===== config.mk =====
export PLATFORM = sky130hd
export DESIGN_NAME = spatial_acc_drain
export DESIGN_NICKNAME = d
export VERILOG_FILES = /design/src/rtl/spatial_acc_pkg.sv /design/src/rtl/acc_requant.sv /design/src/rtl/spatial_acc_drain.sv
export SDC_FILE = /design/constraint.sdc
export NUM_CORES = 1
export LEC_CHECK = 0
export CORE_MARGIN = 5
export CORE_UTILIZATION = 55
export DETAILED_ROUTE_END_ITERATION = 10
export PLACE_DENSITY = 0.92
export SLEW_MARGIN = 15
export SYNTH_ARGS = -nofsm -noshare
export SYNTH_HDL_FRONTEND = slang
export SYNTH_SLANG_ARGS = --single-unit

===== constraint.sdc =====
create_clock -name clk -period 8.9 [get_ports clk]
set_input_delay 0.89 -clock clk [delete_from_list [all_inputs] [get_ports clk]]
set_output_delay 0.89 -clock clk [all_outputs]
set_load 0.01 [all_outputs]

===== src/rtl/spatial_acc_pkg.sv =====
// Shared constants and drain FSM state type for the 4x4 spatial accumulator array.
package spatial_acc_pkg;

  localparam int unsigned N_PE  = 16;
  localparam int unsigned ACC_W = 32;
  localparam int unsigned OUT_W = 16;
  localparam int unsigned SH_W  = 5;
  localparam int unsigned IDX_W = $clog2(N_PE);

  typedef enum logic [0:0] {
    IDLE  = 1'b0,
    DRAIN = 1'b1
  } drain_state_t;

endpackage


===== src/rtl/acc_requant.sv =====
// Requantiser: arithmetic right shift of a signed accumulator, then signed saturation to OUT_W.
module acc_requant
  import spatial_acc_pkg::*;
(
  input  logic [ACC_W-1:0] acc,
  input  logic [SH_W-1:0]  sh,
  output logic [OUT_W-1:0] res_c
);

  logic [SH_W-1:0]         sh_eff;
  logic signed [ACC_W-1:0] shifted;
  logic [ACC_W-OUT_W:0]    upper;

  // Shifts past the accumulator width clamp to ACC_W-1, leaving only the sign.
  always_comb begin
    sh_eff = sh;
    if (32'(sh) >= ACC_W) sh_eff = SH_W'(ACC_W - 1);
    shifted = $signed(acc) >>> sh_eff;
    upper   = shifted[ACC_W-1:OUT_W-1];
    if ((&upper) || !(|upper)) begin
      res_c = shifted[OUT_W-1:0];
    end else if (shifted[ACC_W-1]) begin
      res_c = {1'b1, {(OUT_W-1){1'b0}}};
    end else begin
      res_c = {1'b0, {(OUT_W-1){1'b1}}};
    end
  end

endmodule


===== src/rtl/spatial_acc_drain.sv =====
// Readout of the PE accumulator array: snapshot on capture, requantise and stream one result per beat.
module spatial_acc_drain
  import spatial_acc_pkg::*;
(
  input  logic                        clk,
  input  logic                        rst,
  input  logic [N_PE-1:0][ACC_W-1:0]  acc_in,
  input  logic                        capture,
  input  logic [SH_W-1:0]             shift,
  output logic                        out_valid,
  input  logic                        out_ready,
  output logic [OUT_W-1:0]            out_data,
  output logic [IDX_W-1:0]            out_idx,
  output logic                        out_last,
  output logic                        busy,
  output logic                        overrun
);

  drain_state_t               state_q, state_d;
  logic [N_PE-1:0][ACC_W-1:0] snap_q;
  logic [SH_W-1:0]            sh_q;

  logic                       hs_c, last_hs_c, cap_ok_c;
  logic [IDX_W-1:0]           idx_inc_c;
  logic [ACC_W-1:0]           rq_acc_c;
  logic [SH_W-1:0]            rq_sh_c;
  logic [OUT_W-1:0]           rq_res_c;

  logic                       valid_d, last_d, busy_d, overrun_d;
  logic [IDX_W-1:0]           idx_d;
  logic [OUT_W-1:0]           data_d;

  assign hs_c      = out_valid & out_ready;
  assign last_hs_c = hs_c & out_last;
  // A capture lands when idle, or on the final handshake for a zero-bubble restart.
  assign cap_ok_c  = capture & ((state_q == IDLE) | last_hs_c);
  assign idx_inc_c = out_idx + IDX_W'(1);

  // The requantiser looks one beat ahead so out_data can be registered with the index.
  assign rq_acc_c  = cap_ok_c ? acc_in[0] : snap_q[idx_inc_c];
  assign rq_sh_c   = cap_ok_c ? shift     : sh_q;

  acc_requant u_requant (
    .acc   (rq_acc_c),
    .sh    (rq_sh_c),
    .res_c (rq_res_c)
  );

  always_ff @(posedge clk or negedge rst) begin
    if (!rst) state_q <= IDLE;
    else      state_q <= state_d;
  end

  always_comb begin
    state_d = state_q;
    case (state_q)
      IDLE:  if (capture) state_d = DRAIN;
      DRAIN: if (last_hs_c && !capture) state_d = IDLE;
    endcase
  end

  always_comb begin
    valid_d   = out_valid;
    idx_d     = out_idx;
    data_d    = out_data;
    overrun_d = capture & ~cap_ok_c;
    if (cap_ok_c) begin
      valid_d = 1'b1;
      idx_d   = '0;
      data_d  = rq_res_c;
    end else if (hs_c) begin
      if (out_last) begin
        valid_d = 1'b0;
        idx_d   = '0;
        data_d  = '0;
      end else begin
        idx_d  = idx_inc_c;
        data_d = rq_res_c;
      end
    end
    last_d = valid_d & (idx_d == IDX_W'(N_PE - 1));
    busy_d = (state_d == DRAIN);
  end

  always_ff @(posedge clk or negedge rst) begin
    if (!rst) begin
      out_valid <= 1'b0;
      out_idx   <= '0;
      out_data  <= '0;
      out_last  <= 1'b0;
      busy      <= 1'b0;
      overrun   <= 1'b0;
      snap_q    <= '0;
      sh_q      <= '0;
    end else begin
      out_valid <= valid_d;
      out_idx   <= idx_d;
      out_data  <= data_d;
      out_last  <= last_d;
      busy      <= busy_d;
      overrun   <= overrun_d;
      if (cap_ok_c) begin
        snap_q <= acc_in;
        sh_q   <= shift;
      end
    end
  end

endmodule


==> run summary <==
TritonCTS created 56 clock buffers. The average routed wire per standard cell was 24.3 µm; the number of max-slew violations in the final report was 0. In this run the count of I/O pins placed on the die edge is 545. For the post-layout net count, the log shows 4081. The worst setup path is captured at a flop. Sorting the synthesized cells by area gives the leading types as sky130_fd_sc_hd__dfrtp_1, sky130_fd_sc_hd__nand2_1, sky130_fd_sc_hd__mux4_2. The tools report the number of global-route vias before repair as 26000.

Of the available clock period, the critical path in the final layout requires 66.3%. Clock-pin slew was measured on the worst setup and hold paths at 0.06 ns. During synthesis, Yosys emitted a total of 0 warnings. Post-CTS timing repair inserted 0 buffers for setup. The die is 232 µm tall. Data on the critical path arrives at its endpoint at 6.40 ns. The first-pass GRT wire length is 155000 µm.

The setup slack at placement was 2.44 ns; the cell depth of the worst setup path was 15. The critical path contains buffers and inverters numbering 2 combined. Measured against its own limit, the worst slew margin works out to 17.5%. The delay contributed by the slowest stage of the critical path was 0.69 ns; the accumulated negative setup slack was 0 ns. After synthesis the cells add up to 27200 µm². From synthesis to final layout, the design area changed by 29.1%. Source-to-sink clock delay at the later pin of the worst-skew pair: 0.63 ns.

The HPWL reported at the end of detailed placement was 71900 µm; the number of buffers on the longest clock path was 3. The core footprint was 48800 µm². The family of cells with the greatest summed delay on the critical path was compound AO/OA/AOI/OAI gates. Combinational cells account for 47.6% of the total power. The largest fanout on the critical path is 63, and the die extent in x is 232 µm. The tools report the initial antenna violation count as 32. CTS built an H-tree with a depth of 2. Per report_power, the clock group accounts for 23.8% of the total. The tools report the first-pass detailed-route iteration total as 6. For this run, design rule violations remaining after detail routing come to 0. A synthesized cell averages 8.68 µm². The tools report the launch instance of the worst register-to-register path as out_idx[0]. Global routing used 37.5% of the available tracks. The worst setup path is of the reg -> reg kind. In this run the cell area measured after placement is 33000 µm². The run gives 0.0504 ns as the maximum clock skew at final layout. The class of the most critical hold timing path is in -> async. Setup slack closes at 3.00 ns. The tree built by TritonCTS fans out to 541 sinks. The most used flip-flop cell after synthesis is sky130_fd_sc_hd__dfrtp_1. The most critical setup path has its endpoint at out_data[4]. The run finished with clean final reports. IR analysis of the VDD net gives a maximum drop of 0.350 mV. The minimum setup slack among reg-to-reg paths is 3.00 ns, and the distinct cell type count after synthesis is 73. The count of nets left with antenna violations once routing finished came out at 0. Counting instances in the post-synthesis netlist gives the leading cell types as sky130_fd_sc_hd__nand2_1, sky130_fd_sc_hd__dfrtp_1, sky130_fd_sc_hd__clkbuf_1. For this block, the initial DRC count from the detailed router was 3978.

The run gives 0.344 ns as the post-route worst hold slack. STA classifies the critical path startpoint as a flop. The most repeated library cell on the critical path is sky130_fd_sc_hd__buf_4. The number of hold buffers added after CTS was 0. The internal power consumption was 6.21 mW; the sequential power share was 28.6%. The tree is rooted in a sky130_fd_sc_hd__clkbuf_16. Setup repair after global routing left no endpoint under its margin. The leakage dissipation is 16.9 nW, and the time the final worst path needs with I/O delays and setup is 5.90 ns. The remaining global-route overflow came out at 0. The routed layout has 26200 vias. In this run the critical register-to-register path is captured at out_data[4].

The share of flip-flops with an asynchronous set or reset works out to 100%. At the pin with the least slew margin, the transition time is 1.24 ns. TritonCTS built the clock tree. The sequential fraction of the synthesis area was 49.8%; the count of state elements after synthesis was 541. The tools report the post-cts gate resize count as 0. The most common cell in the synthesized netlist is sky130_fd_sc_hd__nand2_1. The proportion of layout cells with a drive suffix above 1 is 7.30%, and the data required time of the critical path is 9.40 ns. During placement, the flow inserted port buffers numbering 544. The post-route cell area was 35000 µm²; the net count of the mapped netlist was 3651. Measured in cells, the most critical reg-to-reg path has a length of 15. Using the TritonRoute via totals, the vias-per-cell ratio works out to 6.10. Net switching is 41.6% of the power. After detailed routing, the total wire length is 104000 µm.

Across the run, the number of max-cap violations was 0. The final standard cell utilization of the core is 71.8%. Entering global routing, the biggest net connects 240 pins.

For this design the ratio of total power to cell area is 304 nW/µm². In this run, synthesis inferred 0 flip-flops with an integrated enable. The number of hold violations in the final report is 0, and the number of standard cells after synthesis is 3129. The signal on the critical path passes through ha_4 -> xor2_4 -> buf_4 -> buf_4 -> nand3_1 -> and4_1 -> a222oi_1 -> a211o_1 -> o2111ai_2 -> a2111oi_2 -> o2111ai_1 -> or4_1 -> o22ai_2 -> nor4_4 -> a221o_1.

Timing would allow up to 170 MHz. Tracing the worst setup path back leads to its startpoint at out_idx[0]. The initial utilization of the core area, before any placement, comes to 55.6%. The analysis attributes to net switching a power of 4.43 mW. Setup violations remaining at the end of the flow were counted as 0.

The portion of synthesized cell area occupied by the leading cell type came out at 49.8%. Summed over all instances, the cell type with the most area after synthesis is sky130_fd_sc_hd__dfrtp_1. The run gives 0.991 as the final weighted congestion of routability-driven global placement. After floorplanning, the core was divided into 81 placement rows. The die covers 53900 µm². The slowest cell on the critical path was sky130_fd_sc_hd__buf_4.
[worst register-to-register path, cell delays in order (launching register included)]
cell	delay [ns]
sky130_fd_sc_hd__dfrtp_4	0.67
sky130_fd_sc_hd__ha_4	0.30
sky130_fd_sc_hd__xor2_4	0.14
sky130_fd_sc_hd__buf_4	0.69
sky130_fd_sc_hd__buf_4	0.50
sky130_fd_sc_hd__nand3_1	0.17
sky130_fd_sc_hd__and4_1	0.32
sky130_fd_sc_hd__a222oi_1	0.61
sky130_fd_sc_hd__a211o_1	0.23
sky130_fd_sc_hd__o2111ai_2	0.21
sky130_fd_sc_hd__a2111oi_2	0.38
sky130_fd_sc_hd__o2111ai_1	0.18
sky130_fd_sc_hd__or4_1	0.60
sky130_fd_sc_hd__o22ai_2	0.28
sky130_fd_sc_hd__nor4_4	0.15
sky130_fd_sc_hd__a221o_1	0.34
[final cells by class]
| type | instances | area, µm² |
|---|---|---|
| clock buffers | 77 | 1650 |
| flip-flops and latches | 541 | 13500 |
| diodes | 28 | 70.1 |
| inverters | 10 | 37.5 |
| fillers | 3410 | 13800 |
| clock inverters | 25 | 334 |
| multi-input cells | 2367 | 12800 |
| repair buffers | 583 | 5820 |
| well taps | 664 | 831 |
[placed cells by master, fill, tap and decap left out, drive strengths merged, types with 5 or more instances in the layout]
cell type      Yosys  final
diode              0     28
o21ai             43     43
dfrtp            541    541
o22ai             19     19
bufinv             0      6
and3               9      9
o32ai              5      5
a211oi            15     15
nor3              25     25
mux4              98     98
clkbuf           149     77
clkdlybuf4s50      0    543
mux2i            124    124
inv                8     12
nand4             28     28
o211ai            11     11
nor2b              6      6
buf               62     40
nand2           1634   1634
a32oi             11     11
o21a               6      6
o31ai              8      8
a221o             13     13
nor4               7      7
o221ai             5      5
nor2              66     66
clkinv             2     14
nand3            107    107
a21oi             44     44
a22oi              7      7
a31oi              9      9
[cells by family after synthesis]
kind of cell,after synthesis,share of synthesized area (%)
compound gates,229,5.89
xor+xnor,4,0.184
fa+ha+maj,1,0.0461
buf+inv,221,3.39
flops,541,49.8
mux,226,12.9
simple gates,1907,27.8
[registers in the layout, indices dropped and copies added, names as in the netlist]
name / cells
snap_q: 512
out_idx: 4
overrun: 1
out_last: 1
out_valid: 1
busy: 1
out_data: 16
sh_q: 5
[metrics by stage]
stage,power [mW],cells
after floorplan,6.09,3129
after global placement,7.86,4165
after detailed placement,7.93,4165
after CTS,10.5,4267
after global routing,11.0,4294
final,10.6,4295
[per-layer routing]
metal | GRT usage (%) | wire, µm | vias up
li1 | - | - | 11300
met1 | 49.4 | 38200 | 12700
met4 | 19.4 | 6440 | 8
met5 | 0 | 50 | -
met3 | 9.04 | 11300 | 415
met2 | 58.4 | 48400 | 1800
[power groups by stage]
| stage | Combinational [mW] | Sequential (mW) | Clock [mW] |
|---|---|---|---|
| floorplan | 3.11 | 2.98 | 0 |
| global placement | 4.82 | 3.04 | 0 |
| detailed placement | 4.87 | 3.07 | 0 |
| CTS | 4.92 | 3.03 | 2.53 |
| global route | 5.34 | 3.07 | 2.62 |
| finish | 5.07 | 3.05 | 2.53 |
[worst min path at each step]
| stage | end | slack (ns) | depth (start not counted) |
|---|---|---|---|
| finish | snap_q[24] | 0.34 | 1 |
| floorplan | snap_q[100] | 0.44 | 2 |
| CTS | snap_q[156] | 0.35 | 1 |
| detailed placement | snap_q[226] | 0.46 | 2 |
| global route | snap_q[50] | 0.41 | 1 |
| global placement | snap_q[199] | 0.45 | 2 |
(Power assumes the default switching activity.)
